==> src/rtl/imem_loader_if.sv <==
// Byte-stream handshake into the instruction memory loader.
// master drives byte_valid/byte_data, slave (loader) drives byte_ready.
interface imem_loader_if;
  logic       byte_valid;
  logic [7:0] byte_data;
  logic       byte_ready;

  modport master (
    output byte_valid,
    output byte_data,
    input  byte_ready
  );

  modport slave (
    input  byte_valid,
    input  byte_data,
    output byte_ready
  );
endinterface

==> src/rtl/imem_loader.sv <==
// Instruction memory loader: packs a byte stream {N, hi, lo, ...}
// into 16-bit words written at addresses 0..N-1, holding the core
// (cpu_hold) until a load finishes cleanly.
// Ports: clk, reset (async, active high), start (pulse),
//   s (imem_loader_if.slave byte stream), imem_we/imem_addr/imem_wdata
//   (memory write), cpu_hold, done, error (sticky), word_count.
// Optional macro LOADER_CHECKSUM_EN: trailing mod-256 sum byte checked
//   after the last word; mismatch aborts with error.
module imem_loader #(
  parameter int ADDR_W      = 8,
  parameter int TIMEOUT_CYC = 1000
) (
  input  logic              clk,
  input  logic              reset,
  input  logic              start,
  imem_loader_if.slave      s,
  output logic              imem_we,
  output logic [ADDR_W-1:0] imem_addr,
  output logic [15:0]       imem_wdata,
  output logic              cpu_hold,
  output logic              done,
  output logic              error,
  output logic [ADDR_W:0]   word_count
);

  localparam int TW = $clog2(TIMEOUT_CYC + 1);

  typedef enum logic [2:0] {
    S_IDLE,
    S_LEN,
    S_HI,
    S_LO,
    S_WR,
`ifdef LOADER_CHECKSUM_EN
    S_CSUM,
`endif
    S_DONE
  } state_t;

  state_t            state, nstate;
  logic [ADDR_W-1:0] n_reg;
  logic [ADDR_W:0]   n_full;
  logic [7:0]        hi_reg, lo_reg;
  logic [TW-1:0]     timer;
  logic              loading, xfer, tout, last, take_start;
`ifdef LOADER_CHECKSUM_EN
  logic [7:0]        sum;
  logic              sum_ok;
`endif

  // N == 0 encodes a full 2^ADDR_W word image
  assign n_full = (n_reg == '0) ?
                  {1'b1, {ADDR_W{1'b0}}} :
                  {1'b0, n_reg};

  assign last = (word_count + (ADDR_W+1)'(1)) == n_full;

`ifdef LOADER_CHECKSUM_EN
  assign loading = (state == S_LEN) || (state == S_HI) ||
                   (state == S_LO)  || (state == S_CSUM);
  assign sum_ok  = (s.byte_data == sum);
`else
  assign loading = (state == S_LEN) || (state == S_HI) ||
                   (state == S_LO);
`endif

  assign s.byte_ready = loading;
  assign xfer         = s.byte_valid && loading;
  assign tout         = loading && !xfer &&
                        (timer == TW'(TIMEOUT_CYC - 1));
  assign take_start   = start &&
                        ((state == S_IDLE) || (state == S_DONE));

  assign imem_we    = (state == S_WR);
  assign imem_wdata = {hi_reg, lo_reg};
  assign done       = (state == S_DONE);
  assign cpu_hold   = (state != S_DONE);

  always_comb begin
    nstate = state;
    unique case (state)
      S_IDLE: if (start) nstate = S_LEN;
      S_LEN: begin
        if (xfer)      nstate = S_HI;
        else if (tout) nstate = S_IDLE;
      end
      S_HI: begin
        if (xfer)      nstate = S_LO;
        else if (tout) nstate = S_IDLE;
      end
      S_LO: begin
        if (xfer)      nstate = S_WR;
        else if (tout) nstate = S_IDLE;
      end
      S_WR: begin
`ifdef LOADER_CHECKSUM_EN
        nstate = last ? S_CSUM : S_HI;
`else
        nstate = last ? S_DONE : S_HI;
`endif
      end
`ifdef LOADER_CHECKSUM_EN
      S_CSUM: begin
        if (xfer)      nstate = sum_ok ? S_DONE : S_IDLE;
        else if (tout) nstate = S_IDLE;
      end
`endif
      S_DONE: if (start) nstate = S_LEN;
      default: nstate = S_IDLE;
    endcase
  end

  always_ff @(posedge clk or posedge reset) begin
    if (reset) begin
      state      <= S_IDLE;
      imem_addr  <= '0;
      word_count <= '0;
      error      <= 1'b0;
      timer      <= '0;
      n_reg      <= '0;
      hi_reg     <= '0;
      lo_reg     <= '0;
`ifdef LOADER_CHECKSUM_EN
      sum        <= '0;
`endif
    end else begin
      state <= nstate;

      // idle-gap counter, only meaningful while waiting for bytes
      if (!loading || xfer || tout) timer <= '0;
      else                          timer <= timer + TW'(1);

      if (take_start) begin
        error      <= 1'b0;
        word_count <= '0;
        imem_addr  <= '0;
`ifdef LOADER_CHECKSUM_EN
        sum        <= '0;
`endif
      end

      if (tout) error <= 1'b1;

      if (xfer && state == S_LEN) n_reg <= s.byte_data;
      if (xfer && state == S_HI)  hi_reg <= s.byte_data;
      if (xfer && state == S_LO)  lo_reg <= s.byte_data;
`ifdef LOADER_CHECKSUM_EN
      if (xfer && (state == S_HI || state == S_LO))
        sum <= sum + s.byte_data;
      if (xfer && state == S_CSUM && !sum_ok)
        error <= 1'b1;
`endif

      if (state == S_WR) begin
        imem_addr  <= imem_addr + ADDR_W'(1);
        word_count <= word_count + (ADDR_W+1)'(1);
      end
    end
  end

endmodule

==> src/flat_wrapper.sv <==
// flat-port wrapper written by rule: the top's interface ports become plain ports
module imem_loader_flat 
#(
  parameter int ADDR_W      = 8,
  parameter int TIMEOUT_CYC = 1000
)
  (clk, reset, start, imem_we, imem_addr, imem_wdata, cpu_hold, done, error, word_count, s_byte_valid, s_byte_data, s_byte_ready);
  imem_loader_if s_i ();
  input  logic clk;
  input  logic reset;
  input  logic start;
  output logic imem_we;
  output logic [ADDR_W-1:0] imem_addr;
  output logic [15:0] imem_wdata;
  output logic cpu_hold;
  output logic done;
  output logic error;
  output logic [ADDR_W:0] word_count;
  input wire logic [$bits(s_i.byte_valid)-1:0] s_byte_valid;
  input wire logic [$bits(s_i.byte_data)-1:0] s_byte_data;
  output wire logic [$bits(s_i.byte_ready)-1:0] s_byte_ready;
  assign s_i.byte_valid = s_byte_valid;
  assign s_i.byte_data = s_byte_data;
  assign s_byte_ready = s_i.byte_ready;
  imem_loader #(.ADDR_W(ADDR_W), .TIMEOUT_CYC(TIMEOUT_CYC)) u_core (.clk(clk), .reset(reset), .start(start), .s(s_i), .imem_we(imem_we), .imem_addr(imem_addr), .imem_wdata(imem_wdata), .cpu_hold(cpu_hold), .done(done), .error(error), .word_count(word_count));
endmodule
==> config.mk <==
export PLATFORM = sky130hd
export DESIGN_NAME = imem_loader_flat
export DESIGN_NICKNAME = d
export VERILOG_FILES = /design/src/rtl/imem_loader_if.sv /design/src/rtl/imem_loader.sv /design/src/flat_wrapper.sv
export SDC_FILE = /design/constraint.sdc
export NUM_CORES = 1
export LEC_CHECK = 0
export ABC_CLOCK_PERIOD_IN_PS = 2120
export BUFFER_PORTS_ARGS = -buffer_cell sky130_fd_sc_hd__buf_2
export CORE_ASPECT_RATIO = 1.5
export CORE_MARGIN = 2
export CORE_UTILIZATION = 50
export DETAILED_ROUTE_END_ITERATION = 12
export PLACE_DENSITY = 0.77
export SYNTH_ARGS = -nofsm -noshare
export SYNTH_HDL_FRONTEND = slang
export SYNTH_SLANG_ARGS = --single-unit
==> constraint.sdc <==
create_clock -name clk -period 2.12 [get_ports clk]
set_clock_uncertainty 0.05 [all_clocks]
set_input_delay 0.212 -clock clk [delete_from_list [all_inputs] [get_ports clk]]
set_output_delay 0.212 -clock clk [all_outputs]
set_load 0.01 [all_outputs]
Yosys cells after proc, flatten, opt, wreduce, memory -nomap -nowiden
Cells that the tools add are included.
{"block": "word_totals", "ff_bits": 55, "input_bits": 12, "output_inout_bits": 38, "word_cells": 54}
{"block": "op_classes", "n_addsub": 3, "eq_ne": 9, "n_mux": 15, "n_reduce_logical": 19}
{"operator": "9-bit two-way mux", "n": 3}
{"operator": "3-bit two-way mux", "n": 6}
{"operator": "8-bit two-way mux", "n": 2}
{"operator": "3-bit case mux with 5 select lines", "n": 1}
{"operator": "10-bit by 1-bit adder with 10-bit output (second input constant)", "n": 1}
{"operator": "10-bit == test (second input constant)", "n": 1}
{"operator": "10-bit two-way mux", "n": 1}
{"operator": "9-bit by 1-bit adder with 9-bit output (second input constant)", "n": 1}
{"operator": "9-bit == test", "n": 1}
{"operator": "8-bit by 1-bit adder with 8-bit output (second input constant)", "n": 1}
{"operator": "8-bit logical NOT", "n": 1}
{"operator": "1-bit logical AND", "n": 7}
{"operator": "3-bit by 2-bit == test with 1-bit output (second input constant)", "n": 2}
{"operator": "3-bit == test (second input constant)", "n": 2}
{"operator": "1-bit logical OR", "n": 5}
{"operator": "2-bit nonzero test", "n": 2}
{"operator": "3-bit by 1-bit == test with 1-bit output (second input constant)", "n": 1}
{"operator": "3-bit logical NOT", "n": 1}
{"operator": "3-bit inequality test (second input constant)", "n": 1}
{"operator": "1-bit logical NOT", "n": 2}
{"operator": "1-bit two-way mux", "n": 2}
{"operator": "2-bit by 1-bit inequality test with 1-bit output (second input constant)", "n": 1}
{"operator": "2-bit OR reduction", "n": 1}

Logic depth before layout (Yosys ltp)
{"block": "logic_depth", "depth_word": 10, "depth_mapped": 8, "mapped_depth_nobuf": 6}

Least setup slack after synthesis
No wires, ideal clock.
{"block": "synth_path", "path_kind": "flip-flop to flip-flop", "startpoint": "reg u_core.word_count[0]", "endpoint": "reg u_core.state[1]", "setup_ns": 0.126, "arrival_ns": 1.862, "required_time_ns": 1.944, "setup_slack_ns": 0.082, "stages_incl_launch_ff": 8, "n_path_buf": 1, "synth_period_minus_slack_ns": 2.038, "cell_sequence": "dfrtp_1 -> ha_1 -> buf_2 -> and2_2 -> a2111oi_0 -> o21a_1 -> nor2_1 -> a221o_1"}
{"block": "synth_via", "elab_chain_len": 4}
{"element": "start, declared", "line": "imem_loader.sv:23", "rtl": "output logic [ADDR_W:0] word_count"}
{"element": "start signal, assigned", "line": "imem_loader.sv:156", "rtl": "word_count <= word_count + (ADDR_W+1)'(1);"}
{"element": "9-bit by 1-bit adder with 9-bit output", "line": "imem_loader.sv:56", "rtl": "assign last = (word_count + (ADDR_W+1)'(1)) == n_full;"}
{"element": "9-bit == test", "line": "imem_loader.sv:56"}
{"element": "3-bit two-way mux", "line": "imem_loader.sv:99", "rtl": "nstate = last ? S_DONE : S_HI;"}
{"element": "3-bit case mux with 5 select lines", "line": "imem_loader.sv:81", "rtl": "unique case (state)"}
{"element": "end signal, assigned", "line": "imem_loader.sv:127", "rtl": "state <= nstate;"}
{"element": "end, declared", "line": "imem_loader.sv:40", "rtl": "state_t state, nstate;"}
Every way passes these cells.
A chain may end at the register's enable or synchronous reset.

Worst setup path in the final report
{"block": "layout_path", "startpoint": "reg u_core.timer[0]", "endpoint": "reg u_core.state[1]"}
{"block": "layout_via", "elab_chain_len": 5, "word_cells_on_any_way": 7, "classes_between": "eq/ne (1); mux (5); reduce/logical (1)"}
{"element": "start, declared", "line": "imem_loader.sv:44", "rtl": "logic [TW-1:0] timer;"}
{"element": "start signal, assigned", "line": "imem_loader.sv:131", "rtl": "else timer <= timer + TW'(1);"}
{"element": "10-bit == test *", "line": "imem_loader.sv:70", "rtl": "(timer == TW'(TIMEOUT_CYC - 1));"}
{"element": "1-bit logical AND *", "line": "imem_loader.sv:69", "rtl": "assign tout = loading && !xfer &&"}
{"element": "3-bit two-way mux *"}
{"element": "3-bit two-way mux, on equally long branches"}
{"element": "3-bit case mux with 5 select lines *"}
Mark *: on every way between the ends. The rest lies on a longest branch, timed or not.

==> flow_metrics.py <==
metrics = {
    "logic_synthesis": {
        "ys_warn_count": 0,
        "synth_seq_area_share": 0.496,
        "post_synth_and_or_nand_nor_area_fraction": 0.176,
        "synthesis.instances": 268,
        "syn_area_sq_um": 2780,
        "synthesis.nets": 283,
        "post_synthesis_mux_area_share": 0.0933,
        "synth_fa_ha_area_frac": 0.0135,
        "synth_seq_cells": 55,
        "synth_top_family_by_area": "simple AND/OR/NAND/NOR gates",
        "synth_xor_area_frac": 0.0555,
        "compound_gate_fraction_of_synth_area": 0.129,
        "syn-mean-instance-area_sq_um": 10.4,
        "synth.distinct_cells": 42,
    },
    "power_and_ir_drop": {
        "power_density_nw_per_um2": 1060,
        "vdd_drop_max_mv": 0.669,
        "swShare": 0.354,
        "sequentialPowerShare": 0.460,
        "pwr-share-clk": 0.176,
        "combPwrFrac": 0.363,
        "cellInternalPower_mw": 2.23,
        "power_switching_mw": 1.22,
        "p_leak_nw": 1.53,
        "report.power.total_mw": 3.45,
    },
    "timing": {
        "fin_crit_sh": 0.931,
        "grt_setup_unrepaired": "no",
        "finalSetupTns_ns": 0,
        "setup_viol_count_final": 0,
        "post-route-min-period_ns": 1.97,
        "slew-limit-headroom": 0.676,
        "timing_hold_violations_final": 0,
        "clock.fmax_mhz": 507,
        "tightestPinTransition_ns": 0.485,
        "hold_slack_ns": 0.0929,
        "timing.final.max_slew_violations": 0,
    },
    "critical_path": {
        "worst_stage_delay_on_the_critical_path_ns": 0.41,
        "worst-path-stages": 6,
        "family_with_the_most_delay_on_the_worst_path": "compound AO/OA/AOI/OAI gates",
        "critical_path_class": "reg -> reg",
        "critPathMaxFanout": 5,
        "ff2ff_path_depth": 6,
        "crit_arrival_ns": 2.13,
        "worstSetupStartpointType": "register",
        "end_kind": "register",
        "reg2reg_from": "u_core.timer[0]",
        "crit_buf_inv": 0,
        "worst-r2r-setup-slack_ns": 0.15,
        "worst-endpoint-required_ns": 2.27,
        "setup.worst_path.start": "u_core.timer[0]",
        "critical_path.slowest_cell": "sky130_fd_sc_hd__dfrtp_1",
        "crit_path_cell_chain": "ha_2, nand4b_1, or3_1, o211a_1, o21a_1, a221o_1",
    },
    "route": {
        "route.final.wire_length_mm": 6.03,
        "avgRoutedWirePerCell_microns": 15.4,
        "viasPerCell": 5.69,
        "drtAntennaViolNets": 0,
        "dr_total_vias": 2235,
        "drt-initial-drc-count": 107,
        "drt_pass1_iterations": 4,
        "total_drc_errors_in_the_routed_layout": 0,
    },
    "global_route": {
        "initial_antenna_violation_count": 0,
        "track_usage": 0.218,
        "vias_in_the_first_global_route": 2162,
        "grt_pass1_wl_mm": 10.4,
        "global_route.overflow_total": 0,
        "grt_max_degree": 35,
    },
    "worst_hold_path": {
        "hold_path_depth": 3,
        "start_point_of_the_worst_hold_path": "s_byte_data[3]",
        "worstHoldPathType": "in -> reg",
    },
    "floorplanning": {
        "die_area_sq_um": 6170,
        "placeableCoreArea_sq_um": 5410,
        "io_pins": 50,
        "die_h_microns": 95.2,
        "number_of_core_rows": 33,
        "floorplan.die.width_microns": 64.8,
        "floorplan.initialDensity": 0.513,
    },
    "layout": {
        "register_with_the_most_flip_flops": "u_core.timer",
        "fillCellCount": 485,
        "number_of_nets_in_the_finished_design": 337,
        "diodes": 0,
        "final_layout_size_suffix_gt1_frac": 0.322,
        "synthToLayoutAreaGrowth_pct": 17.1,
        "largest_registers": "u_core.timer x10, u_core.word_count x9",
        "largest_register_ffs": 10,
    },
    "cts": {
        "worst_skew_pair.late_latency_ns": 0.31,
        "clockRootBuffer": "sky130_fd_sc_hd__clkbuf_8",
        "cts_tree": "yes",
        "cts_inserted_buffers": 5,
        "cts_setup_buffers": 0,
        "clkTransAtPathRegs_ns": 0.10,
        "clock_path_buffers": 2,
        "cts_max_level": 2,
        "cts.sink_count": 55,
    },
    "run_status": {
        "outcome": "complete, no violations",
    },
    "run": {
        "cap_violations": 0,
    },
    "placed_design": {
        "finalWeightedCongestion": 0.947,
        "post-dp-hpwl_mm": 4.53,
        "io_buffers": 49,
    },
}
[layer usage]
layer | routed length, microns | vias to the layer above | track usage
met5 | 0 | - | 0
met4 | 79 | 0 | 0.0691
met3 | 220 | 6 | 0.0331
met2 | 3200 | 53 | 0.388
met1 | 2540 | 1111 | 0.269
li1 | - | 1065 | -
[placed cells by master (no fill, tap or decap), types with 4 or more instances in the layout]
| master | instances |
|---|---|
| sky130_fd_sc_hd__dfrtp_1 | 55 |
| sky130_fd_sc_hd__mux2_2 | 23 |
| sky130_fd_sc_hd__buf_2 | 49 |
| sky130_fd_sc_hd__nor3_1 | 5 |
| sky130_fd_sc_hd__xnor2_1 | 7 |
| sky130_fd_sc_hd__nor2_1 | 23 |
| sky130_fd_sc_hd__and3_1 | 6 |
| sky130_fd_sc_hd__o21ai_0 | 23 |
| sky130_fd_sc_hd__nand4_1 | 4 |
| sky130_fd_sc_hd__nand2_1 | 23 |
| sky130_fd_sc_hd__clkbuf_8 | 6 |
| sky130_fd_sc_hd__or3_1 | 4 |
| sky130_fd_sc_hd__buf_4 | 8 |
| sky130_fd_sc_hd__a21oi_1 | 7 |
| sky130_fd_sc_hd__xor2_1 | 8 |
| sky130_fd_sc_hd__inv_1 | 8 |
| sky130_fd_sc_hd__nand3_1 | 14 |
| sky130_fd_sc_hd__o31ai_1 | 6 |
[path summary, 6_finish.rpt]
| check | end |
|---|---|
| setup / recovery | u_core.state[1] |
| min in group asynchronous | u_core.timer[3] |
| hold reg to reg | u_core.error |
| hold / removal | u_core.n_reg[3] |
| setup reg to reg | u_core.state[1] |
| max in group asynchronous | u_core.word_count[4] |
[worst reg2reg max path, stage by stage (launching register included)]
cell	delay, ns
sky130_fd_sc_hd__dfrtp_1	0.41
sky130_fd_sc_hd__ha_2	0.25
sky130_fd_sc_hd__nand4b_1	0.09
sky130_fd_sc_hd__or3_1	0.38
sky130_fd_sc_hd__o211a_1	0.23
sky130_fd_sc_hd__o21a_1	0.19
sky130_fd_sc_hd__a221o_1	0.27
[power by group through the flow]
stage               combinational [mW]  clock [mW]  sequential, mW
finish                            1.25       0.608            1.59
CTS                               1.26       0.628            1.59
floorplan                        0.812           0            1.62
global placement                  1.22           0            1.59
global route                      1.38       0.657            1.64
detailed placement                1.25           0            1.61
[per-stage QoR]
step           cells  cell area [sq um]  utilization  setup WS, ns
6_report         393               3250        0.601         0.147
5_1_grt          393               3250        0.601        0.0214
4_1_cts          393               3230        0.597        0.0397
3_5_place_dp     384               3120        0.577        0.0816
3_3_place_gp     384               3120        0.577         0.138
2_1_floorplan    268               2780            -        0.0822
[cell type report]
| cell class | instances | area [sq um] | share of cell area |
|---|---|---|---|
| clock buffers | 6 | 82.6 | 0.0254 |
| well taps | 70 | 87.6 | 0.0269 |
| flip-flops and latches | 55 | 1380 | 0.423 |
| inverters | 9 | 33.8 | 0.0104 |
| repair buffers | 59 | 335 | 0.103 |
| multi-input cells | 192 | 1320 | 0.406 |
| clock inverters | 2 | 16.3 | 0.00500 |
[synthesized netlist by cell type (all sizes together)]
master   number  area [sq um]
o21a          3          22.5
clkbuf        3          11.3
nor2b         3          18.8
dfrtp        55          1380
mux2         23           259
a211o         1          8.76
o211ai        2          15.0
ha            3          37.5
o221a         2          22.5
a31oi         3          18.8
a221o         1          10.0
and4          1          10.0
o31ai         6          45.0
a21oi         8          43.8
a311o         2          20.0
and2          3          20.0
nand4         5          37.5
nor4          3          33.8
and3          7          48.8
a2111oi       1          8.76
xnor3         1          22.5
a221oi        1          8.76
xor2          8          70.1
nand4b        1          8.76
o21ai        23           115
inv           9          33.8
buf           9          57.6
xnor2         7          61.3
nand3        14          70.1
or3           4          25.0
o41ai         1          8.76
nor2         25          93.8
nor3          6          35.0
nand2        23          86.3
o211a         1          10.0
[repair_timing]
action | CTS | global route
endpoints found under the setup margin | 0 | 11
resized for setup | 0 | 7
hold buffers | 1 | 0
endpoints found under the hold margin | 21 | 0
[cells by family after synthesis]
group,count (synthesis)
AND/OR/NAND/NOR,95
AO/OA/AOI/OAI,55
flip-flops,55
multiplexers,23
buffers and inverters,21
XOR/XNOR,16
adder cells (fa/ha/maj),3
Power figures use the tool's default switching activity.
